--- config.mk ---
export PLATFORM = sky130hd
export DESIGN_NAME = mux_serializer_16
export DESIGN_NICKNAME = d
export VERILOG_FILES = /design/src/rtl/mux_serializer_pkg.sv /design/src/rtl/mux_16x1.sv /design/src/rtl/mux_serializer_16.sv
export SDC_FILE = /design/constraint.sdc
export NUM_CORES = 1
export LEC_CHECK = 0
export BUFFER_PORTS_ARGS = -buffer_cell sky130_fd_sc_hd__buf_2
export CAP_MARGIN = 20
export CORE_ASPECT_RATIO = 1.25
export CORE_MARGIN = 2
export CORE_UTILIZATION = 32
export DETAILED_ROUTE_END_ITERATION = 8
export GPL_ROUTABILITY_DRIVEN = 0
export SLEW_MARGIN = 15
export SYNTH_ARGS = -nofsm -noshare
export SYNTH_HDL_FRONTEND = slang
export SYNTH_HIERARCHICAL = 1
export SYNTH_SLANG_ARGS = --single-unit
export TNS_END_PERCENT = 50
--- constraint.sdc ---
create_clock -name clk -period 1.4 [get_ports clk]
set_input_delay 0.28 -clock clk [delete_from_list [all_inputs] [get_ports clk]]
set_output_delay 0.28 -clock clk [all_outputs]
set_load 0.05 [all_outputs]
--- src/rtl/mux_serializer_pkg.sv ---
`default_nettype none
`timescale 1ns/1ps
// +-----------------------------------------------------------------------+
// | Module      : mux_serializer_pkg                                      |
// | Description : Shared widths, FSM state type and index helpers for     |
// |               the 16-bit mux serializer.                              |
// | Revision    : 1.0                                                     |
// +-----------------------------------------------------------------------+
package mux_serializer_pkg;

    localparam int DATA_W = 16;
    localparam int SEL_W  = 4;

    typedef enum logic [0:0] {
        IDLE  = 1'b0,
        SHIFT = 1'b1
    } state_t;

    // Index of the first bit streamed for a given bit order.
    function automatic logic [SEL_W-1:0] start_sel(input int msb_first);
        return (msb_first != 0) ? SEL_W'(DATA_W - 1) : '0;
    endfunction

    // Index of the final bit streamed for a given bit order.
    function automatic logic [SEL_W-1:0] end_sel(input int msb_first);
        return (msb_first != 0) ? '0 : SEL_W'(DATA_W - 1);
    endfunction

endpackage
`default_nettype wire

--- src/rtl/mux_16x1.sv ---
`default_nettype none
`timescale 1ns/1ps
// +-----------------------------------------------------------------------+
// | Module      : mux_16x1                                                |
// | Description : 16-to-1 single-bit multiplexer.                         |
// | Revision    : 1.0                                                     |
// +-----------------------------------------------------------------------+
module mux_16x1
    import mux_serializer_pkg::*;
(
    input  logic [DATA_W-1:0] i,
    input  logic [SEL_W-1:0]  s,
    output logic              out
);

    assign out = i[s];

endmodule
`default_nettype wire

--- src/rtl/mux_serializer_16.sv ---
`default_nettype none
`timescale 1ns/1ps
// +-----------------------------------------------------------------------+
// | Module      : mux_serializer_16                                       |
// | Description : Accepts a 16-bit word in IDLE and streams it one bit    |
// |               per valid/ready beat through a 16:1 mux.                |
// | Revision    : 1.0                                                     |
// +-----------------------------------------------------------------------+
module mux_serializer_16
    import mux_serializer_pkg::*;
#(
    parameter int MSB_FIRST = 0
) (
    input  logic              clk,
    input  logic              rst,
    input  logic              in_valid,
    input  logic [DATA_W-1:0] in_data,
    output logic              in_ready,
    input  logic              ser_ready,
    output logic              ser_valid,
    output logic              ser_out,
    output logic [SEL_W-1:0]  sel,
    output logic              last
);

    localparam logic [SEL_W-1:0] C_START = start_sel(MSB_FIRST);
    localparam logic [SEL_W-1:0] C_END   = end_sel(MSB_FIRST);

    state_t            r_state;
    state_t            w_state_nxt;
    logic [DATA_W-1:0] r_data;
    logic [DATA_W-1:0] w_data_nxt;
    logic [SEL_W-1:0]  r_sel;
    logic [SEL_W-1:0]  w_sel_nxt;
    logic [SEL_W-1:0]  w_sel_step;

    generate
        if (MSB_FIRST != 0) begin : g_msb_first
            assign w_sel_step = r_sel - SEL_W'(1);
        end else begin : g_lsb_first
            assign w_sel_step = r_sel + SEL_W'(1);
        end
    endgenerate

    always_ff @(posedge clk) begin
        if (rst) begin
            r_state <= IDLE;
            r_data  <= '0;
            r_sel   <= C_START;
        end else begin
            r_state <= w_state_nxt;
            r_data  <= w_data_nxt;
            r_sel   <= w_sel_nxt;
        end
    end

    // Data only loads in IDLE, so in_valid during SHIFT is ignored.
    always_comb begin
        w_state_nxt = r_state;
        w_data_nxt  = r_data;
        w_sel_nxt   = r_sel;
        case (r_state)
            IDLE: begin
                if (in_valid) begin
                    w_data_nxt  = in_data;
                    w_state_nxt = SHIFT;
                end
            end
            SHIFT: begin
                if (ser_ready) begin
                    if (r_sel == C_END) begin
                        w_state_nxt = IDLE;
                        w_sel_nxt   = C_START;
                    end else begin
                        w_sel_nxt   = w_sel_step;
                    end
                end
            end
            default: begin
                w_state_nxt = IDLE;
                w_sel_nxt   = C_START;
            end
        endcase
    end

    assign in_ready  = (r_state == IDLE);
    assign ser_valid = (r_state == SHIFT);
    assign last      = (r_state == SHIFT) && (r_sel == C_END);
    assign sel       = r_sel;

    mux_16x1 u_mux (
        .i   (r_data),
        .s   (r_sel),
        .out (ser_out)
    );

endmodule
`default_nettype wire

==> metrics.csv, run 1 <==
stage,metric,value,unit
run_status,outcome,"complete, but fails checks",
run_status,violations,setup timing,
floorplanning,core-area,2710,µm²
sta,setup_viol,6,
sta,rsz0062_at_grt,true,
pwr,p_leak,0.506,nW
grt,grt_usage,0.145,
floorplanning,dieArea,3330,µm²
sta,min_period,2.00,ns
routing,first_iter_violations,15,
worst_setup_path,cp.required,1.12,ns
placed_design,portBuffers,27,
worst_setup_path,end_kind,primary output,
grt,grt_max_degree,22,
pwr,ir_drop,0.000491,V
layout,multiInputGateArea,497,µm²
floorplanning,fp.dieW,52.0,µm
routing,ant_nets,0,
layout,post-route-util,0.465,
logic_synthesis,syn_nets,123,
logic_synthesis,ys_seq_area_frac,0.457,
logic_synthesis,ys_ff_latch,21,
sta,fin_tns_setup,-2.01,ns
sta,timing.hold.ws,0.184,ns
floorplanning,fp.dieH,64.0,µm
logic_synthesis,syn_area,921,µm²
placed_design,dp_hpwl,1510,µm
pwr,pwr-share-seq,0.561,
worst_hold_path,min_path_type,in -> reg,
logic_synthesis,synth_top_family_by_area,simple AND/OR/NAND/NOR gates,
pwr,p_switching,0.330,mW
clock_tree,numClockSinks,21,
sta,tightest_slew,0.417,ns
routing,wl_met2,1150,µm
logic_synthesis,synth_xor_area_frac,0.0190,
routing,vias_per_cell,4.77,
worst_setup_path,path_class,reg -> out,
clock_tree,insertion_delay,0.31,ns
pwr,combinationalPowerShare,0.180,
layout,fill_cells,282,
floorplanning,initial_utilization,0.340,
clock_tree,clock_path_buffers,2,
worst_setup_path,max_stage_delay,0.51,ns
pwr,power.density,924,nW/µm²
clock_tree,cts_tree,done,
clock_tree,clockRootBuffer,clkbuf_4,
run,cap_violations,0,
worst_setup_path,arrival,1.72,ns
grt,overflow,0,
worst_setup_path,critPathSlowestCell,mux4_2,
placed_design,pre_cts_slack,-0.308,ns
grt,antenna_found_initial,0,
layout,drive_gt1_frac,0.435,
layout,area_growth,36.7,%
routing,wl_per_cell,12.4,µm
sta,drv_slew,0,
routing,wl_met3,65,µm
pwr,total_power,1.16,mW
routing,dr.pass1.iters,4,
logic_synthesis,synthCells,102,
clock_tree,numCtsBuffers,3,
sta,hold_viol_final,0,
sta,fin_ws,-0.604,ns
routing,route.detailed.drc,0,
grt,grt_pass1_vias,803,
pwr,p_clk_frac,0.259,
pwr,switching_share,0.284,
sta,fmax,499,MHz
floorplanning,rows,21,
logic_synthesis,synthSimpleGateAreaFrac,0.197,
pwr,intPower,0.832,mW
logic_synthesis,yosysWarnings,6,
sta,finClkSkew,0.0121,ns
worst_setup_path,cp_cell_sequence,mux4_2 -> mux2i_2 -> mux2i_4 -> buf_6,
layout,num_antenna_cells,0,
logic_synthesis,synthAdderAreaFrac,0.0136,
floorplanning,boundaryPins,28,
routing,num_vias,821,
routing,wirelength,2140,µm
grt,grt_first_pass_wirelength,3530,µm
logic_synthesis,synth-compound-area-share,0.130,
worst_setup_path,cp_max_fo,5,
layout,final_nets,160,
logic_synthesis,syn_avg_cell_area,9.03,µm²
routing,m1WireLength,858,µm
worst_setup_path,cp-start-kind,register,
routing,top_layer,met4,
sta,relSlewSlack,0.722,
sta,period_share,1.43,
clock_tree,clk_pin_slew,0.13,ns
logic_synthesis,yosysUniqueCellTypes,22,
logic_synthesis,synthMuxAreaShare,0.147,
clock_tree,htreeDepth,1,
layout,regArea,432,µm²
worst max-delay path: cells and delay by family (launching register included):
| family | cells | cell delay (ns) |
|---|---|---|
| muxes | 3 | 0.83 |
| DFF | 1 | 0.41 |
| buffers and inverters | 1 | 0.16 |
power by group through the flow:
| stage | Sequential, mW | Combinational [mW] | Clock (mW) |
|---|---|---|---|
| after floorplan | 0.679 | 0.110 | 0 |
| after global placement | 0.667 | 0.182 | 0 |
| after detailed placement | 0.668 | 0.187 | 0 |
| after CTS | 0.653 | 0.203 | 0.312 |
| after global routing | 0.657 | 0.230 | 0.330 |
| final | 0.652 | 0.209 | 0.301 |
cells in the mapped netlist:
master / n / area, µm²
or3_1: 1 / 6.26
and4_1: 1 / 8.76
buf_2: 1 / 5.00
nand2_2: 1 / 6.26
mux2i_1: 3 / 30.0
o21ai_0: 1 / 5.00
inv_1: 1 / 3.75
nand2_1: 33 / 124
dfxtp_1: 21 / 420
xor2_1: 2 / 17.5
ha_1: 1 / 12.5
clkbuf_1: 2 / 7.51
buf_4: 1 / 7.51
a221oi_2: 1 / 15.0
nand2b_1: 1 / 6.26
and2b_1: 1 / 7.51
mux4_1: 4 / 105
nor2_1: 2 / 7.51
clkbuf_2: 2 / 10.0
a211oi_1: 2 / 15.0
a21oi_1: 17 / 85.1
nand3_1: 3 / 15.0
logic make-up after synthesis:
family                   count (synthesis)
flip-flops                              21
AO/OA/AOI/OAI                           21
buffers and inverters                    7
multiplexers                             7
XOR/XNOR                                 2
AND/OR/NAND/NOR                         43
adder cells (fa/ha/maj)                  1
registers in the layout (all words and copies together) (netlist names):
name,flops
r_data,16
ser_valid,1
sel,4
cell type report:
cell class / instances / area share
Clock inverter: 1 / 0.00596
Timing Repair Buffer: 38 / 0.202
Tap cell: 34 / 0.0338
Sequential cell: 21 / 0.343
Inverter: 1 / 0.00298
Clock buffer: 3 / 0.0179
Multi-Input combinational cell: 74 / 0.395
stage by stage:
stage	std cells	area (µm²)
after floorplan	102	936
after global placement	164	1140
after detailed placement	164	1140
after CTS	170	1240
after global routing	172	1260
final	172	1260
layer usage:
layer	vias up	GRT usage
met3	5	0.0140
met2	20	0.255
met1	379	0.159
li1	417	-
met5	-	0
met4	0	0.0987
final timing paths:
path         startpoint         to  slack, ns  cells past startpoint
max              sel[0]    ser_out      -0.60                      4
min          in_data[6]  r_data[6]       0.18                      3
max reg2reg      sel[0]     sel[3]      -0.36                      9
min reg2reg   r_data[7]  r_data[7]       0.47                      2
placed cells by master, fill, tap and decap left out, types with 2 or more instances in the layout:
cell type,Yosys,layout
a211oi_2,0,2
a21oi_1,17,17
buf_2,1,23
buf_4,1,9
buf_6,0,5
clkbuf_4,0,3
dfxtp_1,21,16
dfxtp_2,0,3
dfxtp_4,0,2
mux2i_2,0,2
mux4_2,0,4
nand2_1,33,33
nand3_1,3,3
nor2_1,2,2
xor2_1,2,2
repair_timing:
action / 4_1_cts / 5_1_grt
pin swaps: 3 / 0
setup endpoints to repair: 7 / 7
hold buffers: 0 / 0
setup buffers: 2 / 2
resized for setup: 15 / 2
No activity file was read; power rests on OpenSTA's default activity.
==> run 2, diff against run 1 <==
- CTS_BUF_LIST: not set -> sky130_fd_sc_hd__clkbuf_8
- clock period: 1.4 -> 2.4 ns (I/O delays scaled with it)
==> run 2 against run 1 <==
The run now ends clean; critical path depth is the same; final area shrank 11%; global-route usage shrank 1.7 points; clock power shrank 28%; total power shrank 40%; wire length shrank 7.2%; combinational power shrank 54%; sequential cell count is the same; register-to-register slack gained 1.4 ns.
==> metrics.csv, run 2 (synthesis gave the netlist of run 1 again) <==
stage,metric,value,unit,change
worst_hold_path,hold_depth,3,,unchanged
sta,tightest_slew,0.543,ns,+0.126 ns
worst_setup_path,endpoint,ser_out,,
layout,layout_commonest_cell,nand2_1,,
layout,regArea,422,µm²,-2.3%
worst_setup_path,cp-start-kind,register,,
grt,antenna_found_initial,0,,unchanged
clock_tree,clock_path_buffers,2,,unchanged
layout,stdcell_area,1120,µm²,-11%
layout,largest_register_ffs,16,,unchanged
worst_setup_path,r2r_cells,3,,-6
pwr,power.density,620,nW/µm²,-33%
run_status,outcome,"finished, final reports clean",,
clock_tree,cts_tree,done,,
worst_hold_path,min_path_type,in -> reg,,
routing,num_vias,798,,-2.8%
clock_tree,clk_pin_slew,0.07,ns,-0.06 ns
run,cap_violations,0,,unchanged
layout,layout_common_cells,"nand2_1, buf_2, dfxtp_1",,
sta,setup_viol,0,,-6
floorplanning,dieArea,3330,µm²,unchanged
layout,num_antenna_cells,0,,unchanged
worst_setup_path,r2r_slack,1.07,ns,+1.43 ns
worst_setup_path,critPathLaunch,sel[0],,
worst_setup_path,r2r-start,ser_valid,,
sta,period_share,0.962,,
worst_setup_path,end_kind,primary output,,
pwr,combinationalPowerShare,0.138,,-0.042
routing,dr.pass1.iters,2,,-2
worst_setup_path,max_stage_delay,0.58,ns,+0.07 ns
worst_setup_path,critPathSlowestCell,mux4_1,,
floorplanning,fp.dieH,64.0,µm,unchanged
layout,fill_cells,274,,-2.8%
floorplanning,rows,21,,unchanged
routing,vias_per_cell,4.96,,+3.8%
worst_setup_path,cp.required,1.92,ns,+0.80 ns
placed_design,dpl-instance-area,1070,µm²,-5.6%
clock_tree,clockRootBuffer,clkbuf_8,,
layout,largest_register,r_data,,
placed_design,dp_hpwl,1510,µm,+0.29%
layout,area_growth,21.5,%,
floorplanning,fp.dieW,52.0,µm,unchanged
sta,drv_slew,0,,unchanged
sta,timing.hold.ws,0.459,ns,+0.275 ns
clock_tree,insertion_delay,0.25,ns,-0.06 ns
pwr,p_clk_frac,0.311,,+0.052
pwr,pwr-share-seq,0.551,,-0.010
grt,grt_first_pass_wirelength,3220,µm,-8.8%
floorplanning,initial_utilization,0.340,,unchanged
floorplanning,core-area,2710,µm²,unchanged
sta,rsz0062_at_grt,false,,
sta,finClkSkew,0.00354,ns,-0.00853 ns
pwr,switching_share,0.253,,-0.0317
pwr,ir_drop,0.000228,V,-54%
worst_setup_path,arrival,1.83,ns,+0.11 ns
routing,wl_per_cell,12.3,µm,-0.90%
sta,hold_viol_final,0,,unchanged
floorplanning,boundaryPins,28,,unchanged
layout,drive_gt1_frac,0.268,,-0.167
pwr,p_switching,0.175,mW,-47%
layout,multiInputGateArea,470,µm²,-5.3%
placed_design,portBuffers,27,,unchanged
sta,relSlewSlack,0.638,,-0.0841
sta,fin_tns_setup,0,ns,+2.01 ns
routing,wirelength,1990,µm,-7.2%
worst_setup_path,cp_max_fo,8,,+3
clock_tree,numClockSinks,21,,unchanged
sta,min_period,2.31,ns,
pwr,intPower,0.519,mW,-38%
grt,grt_max_degree,22,,unchanged
grt,grt_pass1_vias,797,,-0.75%
clock_tree,cts_setup_buffers,0,,-2
routing,first_iter_violations,12,,-3
pwr,p_leak,0.473,nW,-6.6%
grt,grt_usage,0.128,,-0.0172
sta,fmax,433,MHz,
worst_setup_path,cp_cell_sequence,mux4_1 -> mux2i_1 -> mux2i_2 -> buf_2,,
routing,route.detailed.drc,0,,unchanged
clock_tree,numCtsBuffers,3,,unchanged
clock_tree,htreeDepth,1,,unchanged
worst_setup_path,r2r-end,r_data[12],,
grt,overflow,0,,unchanged
routing,ant_nets,0,,unchanged
layout,final_nets,149,,-6.9%
worst_setup_path,path_class,reg -> out,,
## run 2: cell count changes in the layout (fill, tap and decap cells not counted), moves of 3 or more
cell / delta
buf_2: +4
buf_4: -9
buf_6: -5
clkbuf_4: -3
clkbuf_8: +3
dfxtp_1: +4
mux4_1: +4
mux4_2: -4
## run 2: metrics by stage
step	setup WS (ns)	power, mW	utilization	cells
final	0.0911	0.694	0.413	161
after global routing	0.0489	0.730	0.413	161
after detailed placement	0.264	0.487	0.396	157
after global placement	0.369	0.484	0.396	157
after floorplan	0.126	0.455	-	102
after CTS	0.0983	0.702	0.413	161
## run 2: what timing repair did
item / CTS / global route
hold buffers: 0 / 0
gates resized for setup: 1 / 0
endpoints found under the setup margin: 1 / 0
## run 2: cell type report
| class | instances | share of cell area |
|---|---|---|
| inverters | 1 | 0.00336 |
| flip-flops and latches | 21 | 0.377 |
| clock inverters | 1 | 0.00336 |
| multi-input cells | 74 | 0.421 |
| well taps | 34 | 0.0380 |
| repair buffers | 27 | 0.121 |
| clock buffers | 3 | 0.0369 |
## run 2: how the worst min path moves through the flow
stage                    start  slack (ns)    endpoint
global route        in_data[8]        0.46   r_data[8]
detailed placement  r_data[13]        0.45  r_data[13]
global placement    r_data[13]        0.45  r_data[13]
CTS                 in_data[7]        0.46   r_data[7]
finish              in_data[0]        0.46   r_data[0]
floorplan           r_data[13]        0.43  r_data[13]
## run 2: metal layers
| layer | GRT usage | wire, µm |
|---|---|---|
| met3 | 0.0210 | 60 |
| met5 | 0 | 0 |
| met1 | 0.138 | 841 |
| met2 | 0.229 | 1060 |
| met4 | 0.0691 | 27 |
## run 2: power by group through the flow
stage | sequential, mW | clock [mW] | combinational [mW]
6_report | 0.382 | 0.216 | 0.0960
5_1_grt | 0.384 | 0.240 | 0.106
4_1_cts | 0.382 | 0.222 | 0.0970
3_5_place_dp | 0.390 | 0 | 0.0970
3_3_place_gp | 0.389 | 0 | 0.0950
2_1_floorplan | 0.395 | 0 | 0.0600
## run 2: critical path, delay by kind of cell (launching register included)
kind | cells | cell delay (ns)
flops | 1 | 0.44
mux | 3 | 0.92
buf+inv | 1 | 0.22
